<file path="src/rtl/instruction_fetch.sv">
// Instruction fetch front end: sequential PC generation, credit-limited imem
// requests, in-order response buffering and redirect flush toward decode.
module instruction_fetch #(
    parameter logic [31:0] RESET_PC   = 32'h0000_0000,
    parameter int unsigned FIFO_DEPTH = 4
) (
    input  logic        clk,
    input  logic        rstf,
    output logic        imem_req_valid,
    input  logic        imem_req_ready,
    output logic [31:0] imem_addr,
    input  logic        imem_rsp_valid,
    input  logic [31:0] imem_rsp_data,
    input  logic        redirect_valid,
    input  logic [31:0] redirect_pc,
    output logic [31:0] i_instr,
    output logic        i_instr_valid,
    input  logic        i_instr_ready,
    output logic [31:0] oPC
);
    localparam int unsigned AW = (FIFO_DEPTH > 1) ? $clog2(FIFO_DEPTH) : 1;
    localparam int unsigned CW = $clog2(FIFO_DEPTH + 1);
    // In-flight counters get one spare bit: requests to a new target may be
    // issued while drops of the old stream are still pending.
    localparam int unsigned OW = CW + 1;
    localparam int unsigned SW = OW + 1;

    logic [31:0]   r_pc;
    logic [31:0]   r_rsp_pc;
    logic [OW-1:0] r_outstanding;
    logic [OW-1:0] r_drop_cnt;
    logic [CW-1:0] r_count;
    logic [AW-1:0] r_wptr;
    logic [AW-1:0] r_rptr;
    logic [31:0]   r_buf_instr [FIFO_DEPTH];
    logic [31:0]   r_buf_pc    [FIFO_DEPTH];

    logic [SW-1:0] w_credit_used;
    logic [31:0]   w_redirect_tgt;
    logic          w_req_fire;
    logic          w_rsp_take;
    logic          w_drop;
    logic          w_push;
    logic          w_pop;

    always_comb begin
        w_credit_used  = SW'(r_count) + SW'(r_outstanding) - SW'(r_drop_cnt);
        w_redirect_tgt = {redirect_pc[31:2], 2'b00};
        // The saturation term never binds while the memory keeps responding.
        imem_req_valid = rstf & ~redirect_valid
                       & (w_credit_used < SW'(FIFO_DEPTH))
                       & (r_outstanding != '1);
        imem_addr      = r_pc;
        w_req_fire     = imem_req_valid & imem_req_ready;
        w_rsp_take     = imem_rsp_valid & (r_outstanding != '0);
        w_drop         = w_rsp_take & (r_drop_cnt != '0);
        w_push         = w_rsp_take & ~w_drop & ~redirect_valid;
        i_instr_valid  = (r_count != '0) & ~redirect_valid;
        i_instr        = r_buf_instr[r_rptr];
        oPC            = r_buf_pc[r_rptr];
        w_pop          = i_instr_valid & i_instr_ready;
    end

    always_ff @(posedge clk) begin
        if (!rstf) begin
            r_pc          <= RESET_PC;
            r_rsp_pc      <= RESET_PC;
            r_outstanding <= '0;
            r_drop_cnt    <= '0;
            r_count       <= '0;
            r_wptr        <= '0;
            r_rptr        <= '0;
        end else if (redirect_valid) begin
            r_pc          <= w_redirect_tgt;
            r_rsp_pc      <= w_redirect_tgt;
            r_outstanding <= r_outstanding - OW'(w_rsp_take);
            r_drop_cnt    <= r_outstanding - OW'(w_rsp_take);
            r_count       <= '0;
            r_wptr        <= '0;
            r_rptr        <= '0;
        end else begin
            if (w_req_fire) begin
                r_pc <= r_pc + 32'd4;
            end
            r_outstanding <= r_outstanding + OW'(w_req_fire) - OW'(w_rsp_take);
            if (w_drop) begin
                r_drop_cnt <= r_drop_cnt - OW'(1);
            end
            if (w_push) begin
                r_rsp_pc <= r_rsp_pc + 32'd4;
                r_wptr   <= r_wptr + AW'(1);
            end
            if (w_pop) begin
                r_rptr <= r_rptr + AW'(1);
            end
            r_count <= r_count + CW'(w_push) - CW'(w_pop);
        end
        if (rstf) begin
            assert (!(w_push && !w_pop && (r_count == CW'(FIFO_DEPTH))));
        end
    end

    always_ff @(posedge clk) begin
        if (w_push) begin
            r_buf_instr[r_wptr] <= imem_rsp_data;
            r_buf_pc[r_wptr]    <= r_rsp_pc;
        end
    end
endmodule
</file>
<file path="config.mk">
export PLATFORM = sky130hd
export DESIGN_NAME = instruction_fetch
export DESIGN_NICKNAME = d
export VERILOG_FILES = /design/src/rtl/instruction_fetch.sv
export SDC_FILE = /design/constraint.sdc
export NUM_CORES = 1
export LEC_CHECK = 0
export ABC_AREA = 1
export BUFFER_PORTS_ARGS = -buffer_cell sky130_fd_sc_hd__buf_2
export CAP_MARGIN = 20
export CELL_PAD_IN_SITES_DETAIL_PLACEMENT = 2
export CELL_PAD_IN_SITES_GLOBAL_PLACEMENT = 2
export CORE_ASPECT_RATIO = 0.9
export CORE_MARGIN = 4
export CORE_UTILIZATION = 40
export CTS_CLUSTER_SIZE = 24
export DETAILED_ROUTE_END_ITERATION = 8
export PLACE_DENSITY = 0.92
export SYNTH_ARGS = -nofsm -noshare
export SYNTH_HDL_FRONTEND = slang
export SYNTH_SLANG_ARGS = --single-unit
</file>
<file path="constraint.sdc">
create_clock -name clk -period 6.9 [get_ports clk]
set_input_delay 0.345 -clock clk [delete_from_list [all_inputs] [get_ports clk]]
set_output_delay 0.345 -clock clk [all_outputs]
set_load 0.02 [all_outputs]
</file>
==> impl_metrics.ini, run 1 <==
[placed_design]
gp_congestion = 0.862
dp.cells = 2085
io_buffers = 161
dp_slack_ns = 2.97
dp_hpwl_um = 36500

[critical_path]
timing.rr.end = r_outstanding[2]
arrival_ns = 3.83
crit_family = buffers and inverters
cp_data_required_time_ns = 6.55
timing.rr.start = r_outstanding[1]
rrSetupSlack_ns = 3.04
crit_path_end_kind = primary output
cp_num_cells = 5
slowest_delay_ns = 0.99
reg2reg_depth = 16
path_cells = clkinv_2 > buf_4 > o21ai_0 > o22ai_1 > buf_2
crit_type = reg2out
path_buf_inv = 3
crit_slowest_cell = clkinv_2
cp-endpoint = oPC[6]
critPathMaxFanout = 70
cp-start-kind = flip-flop

[sta]
fin_crit_ns = 4.18
final-setup-viol-count = 0
fin_crit_sh_pct = 60.5
grt_setup_unrepaired = no
slew_headroom_pct = 28.2
tightestPinTransition_ns = 1.07
fin_skew_ns = 0.0156
finalHoldViolations = 0
slew_violations = 0
setup_ws_ns = 2.72
timing.setup.tns_ns = 0
fmax_mhz = 239

[drt]
drc = 0
routed_wl_um = 55800
topRoutingLayerUsed = met4
viasPerCell = 5.66
m1WireLength_um = 22800
drt_pass1_iterations = 5
drt-initial-drc-count = 791
wl_met3_um = 2740
wl_per_cell_um = 25.9
route.vias.total = 12200
route.met2.wl_um = 28600
drt.antenna.violating_nets = 0

[cts]
clockBufferDepth = 3
cts.sinks = 325
ctsHoldBuffers = 0
post_cts_resized = 0
tritoncts.num_buffers = 37
cts_setup_buffers = 0
clk_latency_ns = 0.54
cts-root-buf = clkbuf_16
cts_max_level = 2
clk_pin_slew_ns = 0.07
cts_tree = yes

[pwr]
swShare_pct = 28.4
fin_total_pwr_mw = 5.15
combinationalPowerShare_pct = 13.9
ir_drop_mv = 0.196
netSwitchingPower_mw = 1.46
total_leakage_power_nw = 6.47
internal_power_mw = 3.69
seq_power_share_pct = 45.1
power_density_mw_per_mm2 = 300
p_clk_share_pct = 41.1

[logic_synthesis]
yosys-top-cells-area = edfxtp_1 (51%), dfxtp_1 (10%), nand2_1 (7.2%), nor2_1 (6.2%), o21ai_0 (5.6%)
synth_ff_type = edfxtp_1
synthArstFlopShare_pct = 0
ys_types = 42
ys_ff_latch = 325
avgSynthCellArea_um2 = 9.77
synth_top_cell_by_area = edfxtp_1
seq_area_frac_synth_pct = 61.2
synth_edf_count = 248
synth_top_area_share_pct = 50.7
synthesis.area_mm2 = 0.0147
synthCells = 1503
yosys_warnings = 0

[layout]
mostFrequentLayoutCell = nand2_1
layout_common_cells = nand2_1 (280), edfxtp_1 (248), nor2_1 (237)
fillers = 3813
register_area_mm2 = 0.00899
multi_input_area_mm2 = 0.00500
area_growth_pct = 17.1
instances_no_fill = 2155
final_nets = 1747
drive_above_1_share_pct = 16.4

[floorplanning]
initial_core_util_pct = 40.6
placementRows = 66
die_w_um = 210
die_h_um = 190
core_mm2 = 0.0362
dieArea_mm2 = 0.0398
io_pins = 168

[run]
drv_cap = 0

[global_route]
grt_pass1_wl_um = 84100
grt_overflow = 0
antenna_found_initial = 0
grt_pass1_vias = 13500
grt_max_degree = 71
grt_usage_pct = 27.4

[worst_hold_path]
holdCritPathClass = in2reg

[run_status]
outcome = finished clean
==> worst min-delay path by stage <==
stage | from | to | slack, ns | cells after the start
global route | imem_rsp_data[23] | r_buf_instr[2][23] | 0.03 | 1
finish | imem_rsp_data[14] | r_buf_instr[1][14] | 0.04 | 1
floorplan | r_rptr[1] | flip-flop | 0.44 | 2
CTS | imem_rsp_data[28] | r_buf_instr[1][28] | 0.03 | 1
detailed placement | r_rptr[1] | flip-flop | 0.51 | 2
global placement | r_rptr[0] | r_rptr[0] | 0.45 | 1
==> metal layers <==
layer	track usage (%)	vias to the layer above
li1	-	5437
met1	34.0	6272
met2	49.7	381
met3	4.01	114
met4	8.13	0
met5	0	-
==> state kept, by name, summed over array words and instances (netlist names), named ones only <==
register,flops
r_buf_instr,128
r_buf_pc,120
imem_addr,30
r_rsp_pc,30
r_drop_cnt,4
r_outstanding,4
r_count,3
r_rptr,2
r_wptr,2
==> per-stage QoR <==
step | hold WS (ns) | utilization (%) | instance area, µm²
3_3_place_gp | 0.453 | 43.9 | 15900
6_report | 0.0396 | 47.5 | 17200
4_1_cts | 0.0254 | 47.5 | 17200
5_1_grt | 0.0257 | 47.5 | 17200
3_5_place_dp | 0.513 | 43.9 | 15900
2_1_floorplan | 0.436 | - | 14700
==> cell families (layout without fill, tap and decap cells) <==
| group | Yosys count | in the layout | synth area share [%] |
|---|---|---|---|
| buf+inv | 180 | 352 | 4.98 |
| other cells | 1 | 5 | 0.0255 |
| xor+xnor | 22 | 22 | 1.31 |
| flops | 325 | 325 | 61.2 |
| fa+ha+maj | 28 | 28 | 2.59 |
| compound gates | 309 | 309 | 11.3 |
| simple gates | 638 | 638 | 18.5 |
==> power groups by stage <==
stage | Sequential (mW) | Combinational [mW] | Clock [mW]
final | 2.32 | 0.713 | 2.11
after global routing | 2.33 | 0.792 | 2.23
after CTS | 2.32 | 0.720 | 2.13
after detailed placement | 2.36 | 0.700 | 0
after global placement | 2.34 | 0.647 | 0
after floorplan | 2.33 | 0.443 | 0
==> final cells by class <==
class,count,area share [%]
Timing Repair Buffer,171,5.20
Clock inverter,23,1.68
Antenna cell,1,0.0146
Tap cell,476,3.46
Multi-Input combinational cell,1001,29.1
Sequential cell,325,52.3
Inverter,113,2.49
Clock buffer,45,5.74
==> synth_stat cells, types with 6 or more instances <==
library cell and instances:
a21oi_1 61, a31oi_1 8, buf_2 12, buf_4 6, clkbuf_1 46, dfxtp_1 77
edfxtp_1 248, ha_1 24, inv_1 102, inv_2 9, nand2_1 280, nand3_1 60
nand3b_1 10, nand4_1 6, nor2_1 241, nor2_2 7, nor3_1 9, o21ai_0 164
o22ai_1 63, xor2_1 17
Power figures use the tool's default switching activity.
==> inputs of run 2 (changes only) <==
- CORE_UTILIZATION: 40 -> 37
- PLACE_DENSITY: 0.92 -> 0.86
- clock period: 6.9 -> 4.02 ns (I/O delays scaled with it)
==> impl_metrics.ini, run 2 (same netlist as run 1, synthesis figures left out) <==
[run_status]
outcome = finished clean

[cts]
clockBufferDepth = 3
clk_latency_ns = 0.55
cts-root-buf = clkbuf_16
cts.sinks = 325
clk_pin_slew_ns = 0.06
cts_max_level = 2
tritoncts.num_buffers = 37
cts_setup_buffers = 0
cts_tree = yes

[layout]
regMostFlops = r_buf_instr
area_growth_pct = 19.9
instances_no_fill = 2245
layout_common_cells = nand2_1 (280), edfxtp_1 (248), nor2_1 (237)
largest_reg_flops = 128
mostFrequentLayoutCell = nand2_1
top_regs = r_buf_instr x128, r_buf_pc x120
drive_above_1_share_pct = 16.4
final_nets = 1787

[placed_design]
dp_hpwl_um = 34200
io_buffers = 161
gp_congestion = 0.859
dp.cells = 2139

[global_route]
antenna_found_initial = 1
grt_usage_pct = 25.4
grt_pass1_vias = 13400
grt_max_degree = 73
grt_pass1_wl_um = 83600
grt_overflow = 0

[floorplanning]
die_h_um = 197
dieArea_mm2 = 0.0429
io_pins = 168
die_w_um = 218
initial_core_util_pct = 37.8
placementRows = 68
core_mm2 = 0.0388

[sta]
fin_crit_sh_pct = 81.8
slew_violations = 0
tightestPinTransition_ns = 0.928
finalHoldViolations = 0
grt_setup_unrepaired = no
fin_crit_ns = 3.29
final-setup-viol-count = 0
slew_headroom_pct = 38.0
fin_skew_ns = 0.0161
fmax_mhz = 304

[drt]
drt-initial-drc-count = 767
drt.antenna.violating_nets = 0
viasPerCell = 5.48
drc = 0
wl_per_cell_um = 24.8
route.vias.total = 12300
drt_pass1_iterations = 5
routed_wl_um = 55800

[critical_path]
cp-start-kind = flip-flop
crit_family = adder cells
path_buf_inv = 5
arrival_ns = 3.67
crit_slowest_cell = fa_1
crit_type = reg2reg
path_cells = inv_1 > fa_1 > inv_1 > ha_1 > nor2_1 > nand2_1 > nand2_1 > nand2_1 > inv_1 > nand4_2 > ha_1 > inv_1 > ha_1 > inv_1 > fa_1 > xor2_1 > nand2_1 > a21oi_1
cp_data_required_time_ns = 4.40
crit_path_end_kind = flip-flop
slowest_delay_ns = 0.55
critPathMostFrequentCell = inv_1
critPathMaxFanout = 4

[pwr]
seq_power_share_pct = 46.1
swShare_pct = 29.6
p_clk_share_pct = 39.3
internal_power_mw = 6.07
fin_total_pwr_mw = 8.62
netSwitchingPower_mw = 2.55
total_leakage_power_nw = 6.62
power_density_mw_per_mm2 = 490
combinationalPowerShare_pct = 14.5
ir_drop_mv = 0.286

[worst_hold_path]
holdCritPathClass = in2reg

[run]
drv_cap = 0
run 2: cell types whose count changed in the layout (fill, tap and decap cells not counted):
cell           previous run  this run
buf_12                    1         5
bufinv_16                 6         0
clkbuf_1                  6         5
clkbuf_8                  1         6
clkinv_1                  9         7
clkinv_2                  5         7
clkinv_4                  0         1
clkinvlp_4                3         2
diode_2                   1         2
dlygate4sd3_1             0        36
inv_6                     0         2
run 2: routing by layer:
metal	track usage, %	vias up	part of all wire (%)
met5	0	-	0
met4	8.42	0	3.2
met3	4.30	101	5.0
met2	44.4	371	50
met1	32.0	6320	42
li1	-	5521	-
run 2: worst paths after layout:
kind | cells past startpoint | slack, ns | end | startpoint
setup / recovery | 18 | 0.73 | r_outstanding[2] | r_outstanding[2]
hold / removal | 3 | 0.03 | r_rsp_pc[29] | redirect_pc[29]
setup reg to reg | 18 | 0.73 | r_outstanding[2] | r_outstanding[2]
hold reg to reg | 2 | 0.46 | flip-flop | r_rptr[1]
run 2: area by class of cell:
class,count,area [µm²]
fill,4138,21200
sequential,325,8990
multi-input combinational,1001,5000
timing repair buffer,211,1330
clock buffer,49,1050
tap,525,657
inverter,113,428
clock inverter,19,130
antenna,2,5.00
run 2: timing repair:
item / 4_1_cts / 5_1_grt
hold buffers: 36 / 0
hold endpoints to repair: 135 / 0
gates resized for setup: 0 / 0
run 2: tightest hold or removal path, stage by stage:
cell	delay, ns
buf_2	0.13
a21oi_1	0.08
a21oi_1	0.13
run 2: metrics by stage:
stage               hold WS [ns]  utilization (%)  worst slack [ns]  area, µm²  TNS, ns
global route              0.0482             45.4             0.428      17600        0
CTS                      0.00963             45.4             0.704      17600        0
floorplan                  0.300                -            -0.323      14700   -80.01
detailed placement         0.426             41.4             0.713      16100        0
global placement           0.411             41.4             0.802      16100        0
finish                    0.0255             45.4             0.732      17600        0
run 2: power by group through the flow:
stage          Sequential [mW]  Clock [mW]  Combinational, mW
4_1_cts                   3.97        3.40               1.26
6_report                  3.98        3.39               1.25
3_5_place_dp              4.04           0               1.21
5_1_grt                   4.00        3.58               1.40
3_3_place_gp              4.01           0               1.13
2_1_floorplan             4.00           0              0.760
